<file path="src/rtl/sys_serv_sequencer_pkg.sv">
// Shared types and constants for the system-services front-end sequencer.
package sys_serv_pkg;

  localparam int OPC_W  = 8;
  localparam int STAT_W = 8;
  localparam int TO_W   = 24;

  localparam logic [31:0] CMD_ADDR_DEF  = 32'h0000_0000;
  localparam logic [31:0] STAT_ADDR_DEF = 32'h0000_0004;

  typedef enum logic [2:0] {
    IDLE,
    WR_SETUP,
    WR_ACCESS,
    BUSY_WAIT,
    RD_SETUP,
    RD_ACCESS,
    RESP
  } state_t;

  function automatic logic [31:0] cmd_word(
    input logic [OPC_W-1:0] op
  );
    return {{(32-OPC_W){1'b0}}, op};
  endfunction

endpackage

</file>
<file path="src/rtl/sys_serv_sequencer_if.sv">
// Requester handshake, APB master and services-core status bundle.
interface sys_serv_sequencer_if #(
  parameter int NUM_REQ = 2
);

  logic [NUM_REQ-1:0]   req_valid;
  logic [8*NUM_REQ-1:0] req_opcode;
  logic [NUM_REQ-1:0]   req_ack;
  logic [NUM_REQ-1:0]   rsp_valid;
  logic [7:0]           rsp_status;
  logic                 rsp_error;
  logic                 rsp_timeout;

  logic        APBM_PSEL;
  logic        APBM_PENABLE;
  logic        APBM_PWRITE;
  logic [31:0] APBM_PADDR;
  logic [31:0] APBM_PWDATA;
  logic [31:0] APBM_PRDATA;
  logic        APBM_PREADY;
  logic        APBM_PSLVERR;

  logic USR_BUSY;
  logic USR_CMD_ERROR;
  logic seq_busy;

  modport master (
    input  req_valid, req_opcode,
    input  APBM_PRDATA, APBM_PREADY, APBM_PSLVERR,
    input  USR_BUSY, USR_CMD_ERROR,
    output req_ack, rsp_valid,
    output rsp_status, rsp_error, rsp_timeout,
    output APBM_PSEL, APBM_PENABLE, APBM_PWRITE,
    output APBM_PADDR, APBM_PWDATA,
    output seq_busy
  );

  modport slave (
    output req_valid, req_opcode,
    output APBM_PRDATA, APBM_PREADY, APBM_PSLVERR,
    output USR_BUSY, USR_CMD_ERROR,
    input  req_ack, rsp_valid,
    input  rsp_status, rsp_error, rsp_timeout,
    input  APBM_PSEL, APBM_PENABLE, APBM_PWRITE,
    input  APBM_PADDR, APBM_PWDATA,
    input  seq_busy
  );

endinterface

</file>
<file path="src/rtl/sys_serv_sequencer_arb.sv">
// Combinational round-robin arbiter; the caller owns last_grant.
module sys_serv_rr_arb #(
  parameter int N  = 2,
  parameter int IW = 1
) (
  input  logic [N-1:0]  req,
  input  logic [IW-1:0] last,
  input  logic          en,
  output logic [N-1:0]  gnt,
  output logic [IW-1:0] idx
);

  logic          found;
  logic [IW-1:0] k;

  always_comb begin
    gnt   = '0;
    idx   = '0;
    found = 1'b0;
    k     = '0;
    for (int i = 1; i <= N; i++) begin
      k = IW'((int'(last) + i) % N);
      if (en && !found && req[k]) begin
        found  = 1'b1;
        gnt[k] = 1'b1;
        idx    = k;
      end
    end
  end

endmodule

</file>
<file path="src/rtl/sys_serv_sequencer.sv">
// Arbitrates service requests and runs APB command write, busy wait, status read.
module sys_serv_sequencer
  import sys_serv_pkg::*;
#(
  parameter int               NUM_REQ     = 2,
  parameter logic [31:0]      CMD_ADDR    = CMD_ADDR_DEF,
  parameter logic [31:0]      STAT_ADDR   = STAT_ADDR_DEF,
  parameter int               GUARD_CYC   = 2,
  parameter logic [TO_W-1:0]  TIMEOUT_CYC = 24'd1_000_000
) (
  input logic                  CLK,
  input logic                  RESETN,
  sys_serv_sequencer_if.master bus
);

  localparam int IW = $clog2(NUM_REQ);

  state_t state, state_nxt;

  logic [IW-1:0]      last_grant;
  logic [IW-1:0]      winner;
  logic [IW-1:0]      arb_idx;
  logic [NUM_REQ-1:0] arb_gnt;
  logic [OPC_W-1:0]   opcode;
  logic [OPC_W-1:0]   sel_op;
  logic [TO_W-1:0]    cnt;
  logic [TO_W:0]      cnt_inc;
  logic [STAT_W-1:0]  status;
  logic err_acc, to_flag;
  logic rsp_error_q, rsp_timeout_q;
  logic arb_en, bw_done, to_hit;
  logic wr_ph, rd_ph;

  // Reset gates the grant so no ack escapes while held in reset.
  assign arb_en = (state == IDLE) && RESETN;

  sys_serv_rr_arb #(
    .N  (NUM_REQ),
    .IW (IW)
  ) u_arb (
    .req  (bus.req_valid),
    .last (last_grant),
    .en   (arb_en),
    .gnt  (arb_gnt),
    .idx  (arb_idx)
  );

  always_comb begin
    sel_op = '0;
    for (int i = 0; i < NUM_REQ; i++) begin
      if (arb_idx == IW'(i)) begin
        sel_op = bus.req_opcode[i*OPC_W +: OPC_W];
      end
    end
  end

  // cnt_inc counts BUSY_WAIT cycles including the current one.
  assign cnt_inc = {1'b0, cnt} + {{TO_W{1'b0}}, 1'b1};
  assign bw_done = (cnt_inc >= (TO_W+1)'(GUARD_CYC))
                 && !bus.USR_BUSY;
  assign to_hit  = cnt_inc >= {1'b0, TIMEOUT_CYC};

  always_comb begin
    state_nxt = state;
    unique case (state)
      IDLE:      if (|arb_gnt) state_nxt = WR_SETUP;
      WR_SETUP:  state_nxt = WR_ACCESS;
      WR_ACCESS: if (bus.APBM_PREADY) state_nxt = BUSY_WAIT;
      BUSY_WAIT: if (bw_done || to_hit) state_nxt = RD_SETUP;
      RD_SETUP:  state_nxt = RD_ACCESS;
      RD_ACCESS: if (bus.APBM_PREADY) state_nxt = RESP;
      RESP:      state_nxt = IDLE;
      default:   state_nxt = IDLE;
    endcase
  end

  always_ff @(posedge CLK or negedge RESETN) begin
    if (!RESETN) begin
      state         <= IDLE;
      last_grant    <= IW'(NUM_REQ-1);
      winner        <= '0;
      opcode        <= '0;
      cnt           <= '0;
      err_acc       <= 1'b0;
      to_flag       <= 1'b0;
      status        <= '0;
      rsp_error_q   <= 1'b0;
      rsp_timeout_q <= 1'b0;
    end else begin
      state <= state_nxt;
      if (state == BUSY_WAIT && state_nxt == BUSY_WAIT) begin
        if (cnt != '1) cnt <= cnt + 1'b1;
      end else begin
        cnt <= '0;
      end
      unique case (state)
        IDLE: begin
          if (|arb_gnt) begin
            winner <= arb_idx;
            opcode <= sel_op;
          end
        end
        WR_ACCESS: begin
          if (bus.APBM_PREADY) err_acc <= bus.APBM_PSLVERR;
        end
        BUSY_WAIT: begin
          if (to_hit && !bw_done) to_flag <= 1'b1;
        end
        RD_ACCESS: begin
          if (bus.APBM_PREADY) begin
            status        <= bus.APBM_PRDATA[STAT_W-1:0];
            rsp_error_q   <= err_acc | bus.APBM_PSLVERR
                           | bus.USR_CMD_ERROR | to_flag;
            rsp_timeout_q <= to_flag;
          end
        end
        RESP: begin
          last_grant <= winner;
          err_acc    <= 1'b0;
          to_flag    <= 1'b0;
        end
        default: ;
      endcase
    end
  end

  assign wr_ph = (state == WR_SETUP) || (state == WR_ACCESS);
  assign rd_ph = (state == RD_SETUP) || (state == RD_ACCESS);

  always_comb begin
    bus.APBM_PSEL    = 1'b0;
    bus.APBM_PENABLE = 1'b0;
    bus.APBM_PWRITE  = 1'b0;
    bus.APBM_PADDR   = '0;
    bus.APBM_PWDATA  = '0;
    unique case (1'b1)
      wr_ph: begin
        bus.APBM_PSEL    = 1'b1;
        bus.APBM_PENABLE = (state == WR_ACCESS);
        bus.APBM_PWRITE  = 1'b1;
        bus.APBM_PADDR   = CMD_ADDR;
        bus.APBM_PWDATA  = cmd_word(opcode);
      end
      rd_ph: begin
        bus.APBM_PSEL    = 1'b1;
        bus.APBM_PENABLE = (state == RD_ACCESS);
        bus.APBM_PADDR   = STAT_ADDR;
      end
      default: ;
    endcase
  end

  assign bus.req_ack     = arb_gnt;
  assign bus.rsp_valid   = (state == RESP)
                         ? (NUM_REQ'(1'b1) << winner) : '0;
  assign bus.rsp_status  = status;
  assign bus.rsp_error   = rsp_error_q;
  assign bus.rsp_timeout = rsp_timeout_q;
  assign bus.seq_busy    = (state != IDLE);

endmodule

</file>
<file path="src/flat_wrapper.sv">
// flat-port wrapper written by rule: the top's interface ports become plain ports
module sys_serv_sequencer_flat import sys_serv_pkg::*;
#(
  parameter int               NUM_REQ     = 2,
  parameter logic [31:0]      CMD_ADDR    = CMD_ADDR_DEF,
  parameter logic [31:0]      STAT_ADDR   = STAT_ADDR_DEF,
  parameter int               GUARD_CYC   = 2,
  parameter logic [TO_W-1:0]  TIMEOUT_CYC = 24'd1_000_000
)
  (CLK, RESETN, bus_req_valid, bus_req_opcode, bus_APBM_PRDATA, bus_APBM_PREADY, bus_APBM_PSLVERR, bus_USR_BUSY, bus_USR_CMD_ERROR, bus_req_ack, bus_rsp_valid, bus_rsp_status, bus_rsp_error, bus_rsp_timeout, bus_APBM_PSEL, bus_APBM_PENABLE, bus_APBM_PWRITE, bus_APBM_PADDR, bus_APBM_PWDATA, bus_seq_busy);
  sys_serv_sequencer_if #(.NUM_REQ(NUM_REQ)) bus_i ();
  input logic CLK;
  input logic RESETN;
  input wire logic [$bits(bus_i.req_valid)-1:0] bus_req_valid;
  input wire logic [$bits(bus_i.req_opcode)-1:0] bus_req_opcode;
  input wire logic [$bits(bus_i.APBM_PRDATA)-1:0] bus_APBM_PRDATA;
  input wire logic [$bits(bus_i.APBM_PREADY)-1:0] bus_APBM_PREADY;
  input wire logic [$bits(bus_i.APBM_PSLVERR)-1:0] bus_APBM_PSLVERR;
  input wire logic [$bits(bus_i.USR_BUSY)-1:0] bus_USR_BUSY;
  input wire logic [$bits(bus_i.USR_CMD_ERROR)-1:0] bus_USR_CMD_ERROR;
  output wire logic [$bits(bus_i.req_ack)-1:0] bus_req_ack;
  output wire logic [$bits(bus_i.rsp_valid)-1:0] bus_rsp_valid;
  output wire logic [$bits(bus_i.rsp_status)-1:0] bus_rsp_status;
  output wire logic [$bits(bus_i.rsp_error)-1:0] bus_rsp_error;
  output wire logic [$bits(bus_i.rsp_timeout)-1:0] bus_rsp_timeout;
  output wire logic [$bits(bus_i.APBM_PSEL)-1:0] bus_APBM_PSEL;
  output wire logic [$bits(bus_i.APBM_PENABLE)-1:0] bus_APBM_PENABLE;
  output wire logic [$bits(bus_i.APBM_PWRITE)-1:0] bus_APBM_PWRITE;
  output wire logic [$bits(bus_i.APBM_PADDR)-1:0] bus_APBM_PADDR;
  output wire logic [$bits(bus_i.APBM_PWDATA)-1:0] bus_APBM_PWDATA;
  output wire logic [$bits(bus_i.seq_busy)-1:0] bus_seq_busy;
  assign bus_i.req_valid = bus_req_valid;
  assign bus_i.req_opcode = bus_req_opcode;
  assign bus_i.APBM_PRDATA = bus_APBM_PRDATA;
  assign bus_i.APBM_PREADY = bus_APBM_PREADY;
  assign bus_i.APBM_PSLVERR = bus_APBM_PSLVERR;
  assign bus_i.USR_BUSY = bus_USR_BUSY;
  assign bus_i.USR_CMD_ERROR = bus_USR_CMD_ERROR;
  assign bus_req_ack = bus_i.req_ack;
  assign bus_rsp_valid = bus_i.rsp_valid;
  assign bus_rsp_status = bus_i.rsp_status;
  assign bus_rsp_error = bus_i.rsp_error;
  assign bus_rsp_timeout = bus_i.rsp_timeout;
  assign bus_APBM_PSEL = bus_i.APBM_PSEL;
  assign bus_APBM_PENABLE = bus_i.APBM_PENABLE;
  assign bus_APBM_PWRITE = bus_i.APBM_PWRITE;
  assign bus_APBM_PADDR = bus_i.APBM_PADDR;
  assign bus_APBM_PWDATA = bus_i.APBM_PWDATA;
  assign bus_seq_busy = bus_i.seq_busy;
  sys_serv_sequencer #(.NUM_REQ(NUM_REQ), .CMD_ADDR(CMD_ADDR), .STAT_ADDR(STAT_ADDR), .GUARD_CYC(GUARD_CYC), .TIMEOUT_CYC(TIMEOUT_CYC)) u_core (.CLK(CLK), .RESETN(RESETN), .bus(bus_i));
endmodule
</file>
<file path="config.mk">
export PLATFORM = sky130hd
export DESIGN_NAME = sys_serv_sequencer_flat
export DESIGN_NICKNAME = d
export VERILOG_FILES = /design/src/rtl/sys_serv_sequencer_pkg.sv /design/src/rtl/sys_serv_sequencer_if.sv /design/src/rtl/sys_serv_sequencer_arb.sv /design/src/rtl/sys_serv_sequencer.sv /design/src/flat_wrapper.sv
export SDC_FILE = /design/constraint.sdc
export NUM_CORES = 1
export LEC_CHECK = 0
export BUFFER_PORTS_ARGS = -buffer_cell sky130_fd_sc_hd__buf_4
export CAP_MARGIN = 20
export CORE_MARGIN = 10
export CORE_UTILIZATION = 25
export CTS_CLUSTER_DIAMETER = 50
export DETAILED_ROUTE_END_ITERATION = 12
export SLEW_MARGIN = 20
export SYNTH_ARGS = -nofsm -noshare
export SYNTH_HDL_FRONTEND = slang
export SYNTH_SLANG_ARGS = --single-unit
export TNS_END_PERCENT = 30
</file>
<file path="constraint.sdc">
create_clock -name CLK -period 3.33 [get_ports CLK]
set_input_delay 0.666 -clock CLK [delete_from_list [all_inputs] [get_ports CLK]]
set_output_delay 0.666 -clock CLK [all_outputs]
set_load 0.05 [all_outputs]
</file>
### After elaboration in Yosys (flattened, before gate mapping)

Index checks and enable logic that the tools add are counted.

| operators by class | value |
|---|---|
| reductions and logical operators | 25 |
| equality and inequality tests | 11 |
| multiplexer cells | 31 |
| shifts and indexed selects | 1 |
| bitwise logic cells | 4 |
| magnitude comparators | 6 |
| $add $sub $neg | 4 |

Operators by type and width:

| operator | count |
|---|---|
| two-way mux 24 bit | 2 |
| adder 24 x 1 -> 25 bit (second input constant) | 1 |
| >= comparator 25 x 2 -> 1 bit (second input constant) | 1 |
| >= comparator 25 x 20 -> 1 bit (second input constant) | 1 |
| adder 24 x 1 -> 24 bit (second input constant) | 1 |
| != test 24 bit (second input constant) | 1 |
| one-hot mux 3 bit (6 select lines) | 1 |
| two-way mux 8 bit | 2 |
| two-way mux 3 bit | 5 |
| two-way mux 1 bit | 13 |
| == test 3 x 2 -> 1 bit (second input constant) | 3 |
| == test 3 bit (second input constant) | 3 |
| logical AND 1 bit | 9 |
| AND reduction 2 bit | 4 |
| two-way mux 2 bit | 3 |
| != test 2 bit (second input constant) | 3 |
| one-hot mux 1 bit (2 select lines) | 3 |
| < comparator 1 x 2 -> 1 bit (second input constant) | 2 |
| nonzero test 2 bit | 2 |
| OR reduction 2 bit | 2 |
| == test 3 x 1 -> 1 bit (second input constant) | 1 |
| zero test 1 bit | 3 |
| zero test 3 bit | 1 |
| logical OR 1 bit | 3 |
| 7 further kinds | 12 |

| storage, ports and cells | value |
|---|---|
| bits in registers | 49 |
| bits of input ports | 56 |
| output and inout port bits | 82 |
| logic and storage cells | 92 |

### Depth between registers and ports, before layout

Gate-level depths: netlist (run 1).

| logic depth | value |
|---|---|
| word-level depth | 15 |
| depth in mapped cells | 11 |
| gate-level depth less buffers | 9 |

### Cells and area by module

A second synthesis (run 1) with hierarchy kept.

| second synthesis, totals | value |
|---|---|
| cell total of the unflattened synthesis | 362 |
| area, all modules | 3354.5 um^2 |

By module, submodules not included:

| module | area an instance (um^2) | times used | cells each | sequential area each (um^2) |
|---|---|---|---|---|
| sys_serv_sequencer | 3328.2 | 1 | 356 | 1227.4 |
| sys_serv_rr_arb | 26.3 | 1 | 6 | 0.0 |

### Worst setup path before layout (run 1)

OpenSTA, ideal clock, no wires.

| timing | value |
|---|---|
| kind | flip-flop to output port |
| start | register u_core.state[0] |
| end | output port bus_APBM_PWDATA[0] |
| buffers on the path | 1 |
| stages on the path, launching flop included | 5 |
| path slack | 0.617 ns |
| arrival | 2.047 ns |
| data required time | 2.664 ns |
| path through | dfrtp_1 -> buf_2 -> xnor2_1 -> nor2_1 -> and2_1 |

| between the ends | value |
|---|---|
| word-level cells in the longest chain between the ends | 3 |
| elaborated cells on any way between the ends | 4 |
| those cells by class | eq/ne: 2; mux: 1; reduce/logical: 1 |

Ends and longest elaborated chain:

| what | line | source |
|---|---|---|
| from (decl) | sys_serv_sequencer.sv:18 | `state_t state, state_nxt;` |
| from (signal assigned) | sys_serv_sequencer.sv:90 | `state <= state_nxt;` |
| == test 3 x 1 -> 1 bit / == test 3 x 2 -> 1 bit (equally long branches) | sys_serv_sequencer.sv:127 | `assign wr_ph = (state == WR_SETUP) \|\| (state == WR_ACCESS);` |
| logical OR 1 bit (*) | sys_serv_sequencer.sv:127 |  |
| two-way mux 8 bit (*) | sys_serv_sequencer.sv:136 | `unique case (1'b1)` |
| to (decl) | flat_wrapper.sv:30 | `output wire logic [$bits(bus_i.APBM_PWDATA)-1:0] bus_APBM_PWDATA;` |

Mark *: on every way between the ends. The rest lies on a longest branch, timed or not.

### Worst setup path in the final report (run 1)

| timing | value |
|---|---|
| start | register u_core.cnt[0] |
| end | register u_core.cnt[3] |

| between the ends | value |
|---|---|
| word-level cells in the longest chain between the ends | 9 |
| elaborated cells on any way between the ends | 14 |
| those cells by class | add/sub: 2; order compare: 2; eq/ne: 3; mux: 4; reduce/logical: 3 |

Ends and longest elaborated chain:

| what | line | source |
|---|---|---|
| from (decl) | sys_serv_sequencer.sv:26 | `logic [TO_W-1:0] cnt;` |
| from (signal assigned) | sys_serv_sequencer.sv:92 | `if (cnt != '1) cnt <= cnt + 1'b1;` |
| adder 24 x 1 -> 25 bit | sys_serv_sequencer.sv:58 | `assign cnt_inc = {1'b0, cnt} + {{TO_W{1'b0}}, 1'b1};` |
| >= comparator 25 x 2 -> 1 bit | sys_serv_sequencer.sv:59 | `assign bw_done = (cnt_inc >= (TO_W+1)'(GUARD_CYC))` |
| logical AND 1 bit | sys_serv_sequencer.sv:60 | `&& !bus.USR_BUSY;` |
| logical OR 1 bit | sys_serv_sequencer.sv:69 | `BUSY_WAIT: if (bw_done \|\| to_hit) state_nxt = RD_SETUP;` |
| two-way mux 3 bit | sys_serv_sequencer.sv:69 |  |
| one-hot mux 3 bit (6 select lines) | sys_serv_sequencer.sv:65 | `unique case (state)` |
| == test 3 x 2 -> 1 bit | sys_serv_sequencer.sv:91 | `if (state == BUSY_WAIT && state_nxt == BUSY_WAIT) begin` |
| logical AND 1 bit | sys_serv_sequencer.sv:91 |  |
| != test 2 bit (no source line) / two-way mux 24 bit (equally long branches) | -- |  |

Parallel ways exist; a longest one is shown, timed or not. The select of a mux whose other input is x is not followed.
A chain may end at the register's enable or synchronous reset.

==> results.txt, run 1 <==
crit share post-route -> 86.78%
Area Overhead vs Synth -> 17.36%
Tightest Pin Transition -> 0.6324 ns
routed len/inst -> 13.22 microns
unrepaired setup endpoints after global routing -> no
cells after synthesis -> 337
vias in the first global route -> 2523
Rows -> 41
post-synthesis sequential area ratio -> 38.37%
warning count from the yosys run -> 0
skew final -> 0.007747 ns
IO Pins -> 138
Post-CTS Setup Bufs -> 0
Area contributors post-synth -> dfrtp_1, buf_4, a21oi_2
core area -> 12570 sq um
nets -> 453
grt ovf -> 0
clock sinks -> 49
crit-path cells -> ha_1 -> nand3_2 -> nor3_4 -> nand3_1 -> xor2_1 -> nand4b_1 -> nor3b_2 -> o2111ai_2 -> buf_4 -> a21oi_1
clk_lat worst skew -> 0.29 ns
CP Capture Type -> flop
clk buf depth -> 2
global-route usage over all layers -> 8.115%
FF+latch count, synth -> 49
pwr dens -> 757.7 nW/um^2
dpl hpwl -> 5.748 mm
Arr. time, crit path -> 3.09 ns
top_reg_cell synth -> dfrtp_1
Ant. Diodes -> 0
DRT Pass-1 Iters -> 5
CTS Hold Buffers Added -> 0
minimum clock period -> 2.890 ns
Die W -> 133.1 microns
Port Buf Inserts -> 58
routed vias/inst -> 4.313
PostCTS Resize Cnt -> 0
number of flops mapped to enable cells by yosys -> 0
hold depth -> 2
crit path launch type -> flop
Worst path max stage delay -> 0.45 ns
Die Y -> 133.1 microns
Synth area leader -> dfrtp_1
first-pass GRT wire length -> 12.44 mm
DRC Markers -> 0
worst min path class -> reg2reg
largest net degree at the start of global routing -> 50
Synth Area per Inst -> 9.494 sq um
# setup viols final -> 0
initial antenna violation count -> 0
gpl congestion -> 0.8220
Fin Setup TNS -> 0 ns
Starting Density -> 25.46%
Clk pin slew, worst setup/hold paths -> 0.07 ns
max cap viols -> 0
Post-Route WL -> 7.521 mm
DR iter-0 viols -> 148
H-tree levels -> 2
final-report hold violation count -> 0
Crit-path slowest cell -> dfrtp_1
asr flop ratio synth -> 100.0%
cts bufs inserted -> 5
Fill cells -> 1354
fraction of layout cells with a size suffix above 1 -> 28.97%
reg2reg path depth -> 10
post-synth top area share -> 37.54%
CTS tree -> done
fmax -> 346.0 MHz
via count -> 2454
Die ar. -> 17720 sq um
final hold slack -> 0.4902 ns
Req. time, crit path -> 3.53 ns
WS Path Type -> reg2reg
outcome -> completed
Synth cell types -> 55
max-slew violations -> 0
Post-DRT Antenna Nets -> 0
post-synthesis instance area -> 3199 sq um
Slew HR -> 57.84%
Pleak -> 1.659 nW
maximum vdd drop -> 0.0007010 V
CTS Root Cell -> clkbuf_16
maximum fanout along the worst path -> 13
==> layout make-up <==
| type | count | area, sq um | share of cell area (%) |
|---|---|---|---|
| clock buffer | 6 | 128.9 | 3.432 |
| multi-input combinational | 271 | 1673 | 44.55 |
| tap | 172 | 215.2 | 5.731 |
| sequential | 49 | 1227 | 32.69 |
| timing repair buffer | 63 | 473.0 | 12.60 |
| clock inverter | 2 | 15.01 | 0.3999 |
| inverter | 6 | 22.52 | 0.5998 |
==> power by group <==
group / internal (mW) / total (mW) / switching, mW
clock: 0.279 / 0.504 / 0.225
sequential: 0.745 / 0.849 / 0.104
combinational: 0.434 / 1.49 / 1.06
total: 1.46 / 2.85 / 1.39
==> metrics by stage <==
step	power [mW]	area (sq um)	std cells	utilization (%)	worst slack (ns)
2_1_floorplan	1.991	3417	395	-	0.6169
3_3_place_gp	2.352	3611	561	28.73	0.5086
3_5_place_dp	2.364	3611	561	28.73	0.4631
4_1_cts	2.875	3755	569	29.88	0.4460
5_1_grt	2.988	3755	569	29.88	0.1344
6_report	2.845	3755	569	29.88	0.4401
==> cells in the final DEF (no fill, tap or decap), types with 3 or more instances in the layout <==
cell type and n:
buf_4 63, conb_1 59, dfrtp_1 48, nor2_1 31, nand2_1 17, a21oi_2 17
nand3_1 14, xnor2_1 12, mux2_2 10, xor2_1 9, and2_1 9, o22ai_1 9
nor4_1 7, a21oi_1 7, inv_1 6, nor3_1 5, and3_1 5, a31oi_1 5
clkbuf_16 5, nand4_1 4, o31ai_1 4, o21ai_0 4, or3_1 3, nand2b_1 3
nor2b_1 3
==> flip-flops by register name, summed over array words and instances, names as in the netlist <==
register and cells:
u_core.last_grant 1, u_core.bus.rsp_error 1, u_core.opcode 8, u_core.winner 1
u_core.bus.rsp_timeout 1, u_core.to_flag 1, u_core.bus.rsp_status 8, u_core.cnt 24
u_core.err_acc 1, u_core.state 3
==> layer usage <==
metal / part of all wire (%) / global-route usage [%] / vias up
met5: 0 / 0 / -
met4: 1.2 / 2.358 / 0
met3: 11 / 3.684 / 7
met2: 48 / 13.00 / 99
met1: 40 / 9.559 / 1174
li1: - / - / 1174
==> path summary, 6_finish.rpt <==
path | startpoint | end | slack (ns)
setup / recovery | u_core.cnt[0] | u_core.cnt[3] | 0.44
hold / removal | u_core.bus.rsp_error | u_core.bus.rsp_error | 0.49
min in group asynchronous | RESETN | u_core.cnt[18] | 0.51
setup reg to reg | u_core.cnt[0] | u_core.cnt[3] | 0.44
max in group asynchronous | RESETN | u_core.cnt[20] | 2.38
hold reg to reg | u_core.bus.rsp_error | u_core.bus.rsp_error | 0.49
==> synth_stat cells, types with 2 or more instances <==
cell and instances:
a21oi_1 7, a21oi_2 17, a31o_2 2, a31oi_1 5, and2_1 9, and3_1 5
and4_1 2, buf_2 5, buf_4 57, buf_6 2, clkbuf_1 4, dfrtp_1 48
inv_1 6, mux2_2 10, mux2i_1 2, nand2_1 17, nand2b_1 3, nand3_1 14
nand3_2 2, nand4_1 4, nor2_1 31, nor2_2 2, nor2b_1 3, nor3_1 5
nor3_4 2, nor4_1 7, o211ai_1 2, o21ai_0 4, o22ai_1 9, o31ai_1 4
or2_2 2, or3_1 3, xnor2_1 12, xor2_1 9
==> critical path, delay by kind of cell (launching register included) <==
kind / cells / cell delay [ns]
adders and majority gates: 1 / 0.28
AOI/OAI and AO/OA: 2 / 0.28
xor gates and xnor gates: 1 / 0.31
and+or+nand+nor: 5 / 1.23
buffers and inverters: 1 / 0.25
DFF: 1 / 0.45
==> cell families (layout without fill, tap and decap cells) <==
logic type / after synthesis / count (layout) / share of synthesized area, %
and+or+nand+nor: 119 / 119 / 21.35
buffers and inverters: 75 / 77 / 16.15
adders and majority gates: 1 / 1 / 0.3910
xor gates and xnor gates: 21 / 21 / 5.749
DFF: 49 / 49 / 38.37
AOI/OAI and AO/OA: 59 / 59 / 13.73
muxes: 12 / 12 / 4.146
other: 1 / 59 / 0.1172
(Power assumes the default switching activity.)
==> run 2: changes to the inputs <==
- ABC_CLOCK_PERIOD_IN_PS: default -> 3330
- CORE_UTILIZATION: 25 -> 48
- PLACE_DENSITY: default -> 0.81
==> run 2 against run 1 <==
Net effect:
- clock power down 23%
- flip-flop and latch count unchanged
- setup slack worse by 0.012 ns
- total power down 3.9%
- core utilization up 26 points
- cell count down 17%
- sequential share of layout area up 1.6 points
- via count down 1.1%
- first-iteration DRC count down 5.4%
- maximum frequency down 0.42%
- register-to-register slack about the same
==> results.txt, run 2 (synthesis gave the netlist of run 1 again) <==
routed vias/inst -> 5.129 (was 4.313)
DRC Markers -> 0 (unchanged)
Top reg by flops -> u_core.cnt (unchanged)
Post-Route WL -> 7.102 mm (was 7.521 mm)
Met1 Wirelength -> 2.819 mm (was 2.978 mm)
routed len/inst -> 15.01 microns (was 13.22 microns)
Post-CTS Setup Bufs -> 0 (unchanged)
via count -> 2426 (was 2454)
Pleak -> 1.644 nW (was 1.659 nW)
outcome -> completed (unchanged)
H-tree levels -> 2 (unchanged)
Fin Setup TNS -> 0 ns (unchanged)
clk buf depth -> 2 (unchanged)
worst min path class -> in2async (was reg2reg)
Clk pwr share -> 14.3% (was 17.7%)
Port Buf Inserts -> 58 (unchanged)
Rows -> 29 (was 41)
maximum fanout along the worst path -> 22 (was 13)
fraction of layout cells with a size suffix above 1 -> 29.04% (was 28.97%)
PostCTS Resize Cnt -> 0 (unchanged)
Req. time, crit path -> 3.51 ns (was 3.53 ns)
Power Internal -> 1.336 mW (was 1.458 mW)
most frequent cells in the layout -> buf_4, conb_1, dfrtp_1, nor2_1 (unchanged)
routed wl met2 -> 3.562 mm (was 3.616 mm)
CTS Root Cell -> clkbuf_8 (was clkbuf_16)
nets -> 452 (was 453)
Die ar. -> 10330 sq um (was 17720 sq um)
Net Sw Frac -> 51.13% (was 48.77%)
initial antenna violation count -> 0 (unchanged)
WS Path Type -> reg2reg (unchanged)
Ant. Diodes -> 0 (unchanged)
Die W -> 101.6 microns (was 133.1 microns)
maximum vdd drop -> 0.0005740 V (was 0.0007010 V)
Post-DRT Antenna Nets -> 0 (unchanged)
Area Overhead vs Synth -> 11.97% (was 17.36%)
crit path launch type -> flop (unchanged)
crit share post-route -> 87.15% (was 86.78%)
fmax -> 344.6 MHz (was 346.0 MHz)
Tightest Pin Transition -> 0.7285 ns (was 0.6324 ns)
minimum clock period -> 2.902 ns (was 2.890 ns)
clk_lat worst skew -> 0.32 ns (was 0.29 ns)
max-slew violations -> 0 (unchanged)
Slew HR -> 51.30% (was 57.84%)
Clk pin slew, worst setup/hold paths -> 0.11 ns (was 0.07 ns)
max cap viols -> 0 (unchanged)
Arr. time, crit path -> 3.08 ns (was 3.09 ns)
vias in the first global route -> 2437 (was 2523)
final hold slack -> 0.4326 ns (was 0.4902 ns)
Inst Count DP -> 465 (was 561)
met3 wire len -> 665 microns (was 838 microns)
Starting Density -> 49.81% (was 25.46%)
total power -> 2.733 mW (was 2.845 mW)
CTS tree -> done (unchanged)
grt ovf -> 0 (unchanged)
# setup viols final -> 0 (unchanged)
pwr dens -> 763.0 nW/um^2 (was 757.7 nW/um^2)
DR iter-0 viols -> 140 (was 148)
core area -> 6422 sq um (was 12570 sq um)
max reg flops -> 24 (unchanged)
skew final -> 0.01145 ns (was 0.007747 ns)
CTS Hold Buffers Added -> 0 (unchanged)
dpl hpwl -> 5.479 mm (was 5.748 mm)
unrepaired setup endpoints after global routing -> no (unchanged)
NetSw -> 1.397 mW (was 1.388 mW)
CP Capture Type -> flop (unchanged)
Flop pwr share -> 30.9% (was 29.9%)
power share of the combinational group -> 54.8% (was 52.4%)
Die Y -> 101.6 microns (was 133.1 microns)
global-route usage over all layers -> 13.27% (was 8.115%)
Final Non-Filler Cells -> 473 (was 569)
DRT Pass-1 Iters -> 4 (was 5)
IO Pins -> 138 (unchanged)
gpl congestion -> 0.8870 (was 0.8220)
clock sinks -> 49 (unchanged)
commonest non-fill, non-tap cell in the layout -> buf_4 (unchanged)
largest net degree at the start of global routing -> 50 (unchanged)
cts bufs inserted -> 5 (unchanged)
first-pass GRT wire length -> 11.38 mm (was 12.44 mm)
final-report hold violation count -> 0 (unchanged)
Top Layer Used -> met4 (unchanged)
## run 2: worst paths after layout
path                                                  to  slack, ns        startpoint  cells after the start
worst max-delay path                     u_core.state[1]       0.43     u_core.cnt[0]                     10
worst min-delay path            u_core.bus.rsp_status[2]       0.43            RESETN                      2
worst max register to register           u_core.state[1]       0.43     u_core.cnt[0]                     10
worst min register to register          u_core.opcode[1]       0.51  u_core.opcode[1]                      2
max in group asynchronous                 u_core.cnt[14]       2.46            RESETN                      2
min in group CLK                        u_core.opcode[1]       0.51  u_core.opcode[1]                      2
## run 2: critical path, stage by stage (launching register included)
cell and delay [ns]:
dfrtp_1 0.46, ha_1 0.27, nand3_2 0.23, nor2_1 0.29
nor4_1 0.07, or3_1 0.40, o2111ai_1 0.30, a21boi_2 0.12
o2111ai_2 0.09, buf_4 0.36, o211ai_1 0.17
## run 2: stage by stage
| step | instance area, sq um | utilization [%] | setup WS, ns |
|---|---|---|---|
| final | 3582 | 55.78 | 0.4280 |
| after global routing | 3582 | 55.78 | 0.2705 |
| after CTS | 3582 | 55.78 | 0.4618 |
| after detailed placement | 3485 | 54.26 | 0.4870 |
| after global placement | 3485 | 54.26 | 0.5363 |
| after floorplan | 3417 | - | 0.6169 |
## run 2: metal layers
layer,track usage (%),vias to the layer above
li1,-,1182
met1,15.35,1164
met2,22.37,73
met3,5.582,7
met4,2.970,0
met5,0,-
## run 2: power groups by stage
stage	Combinational, mW	Clock [mW]	Sequential, mW
6_report	1.50	0.390	0.844
5_1_grt	1.58	0.436	0.867
4_1_cts	1.51	0.403	0.845
3_5_place_dp	1.50	0	0.855
3_3_place_gp	1.49	0	0.850
2_1_floorplan	0.972	0	1.02
## run 2: area by class of cell
cell class,instances,area (sq um)
timing repair buffer,62,465.4
fill,585,2840
inverter,6,22.52
multi-input combinational,271,1673
sequential,49,1227
tap,77,96.34
clock inverter,3,28.78
clock buffer,5,68.82
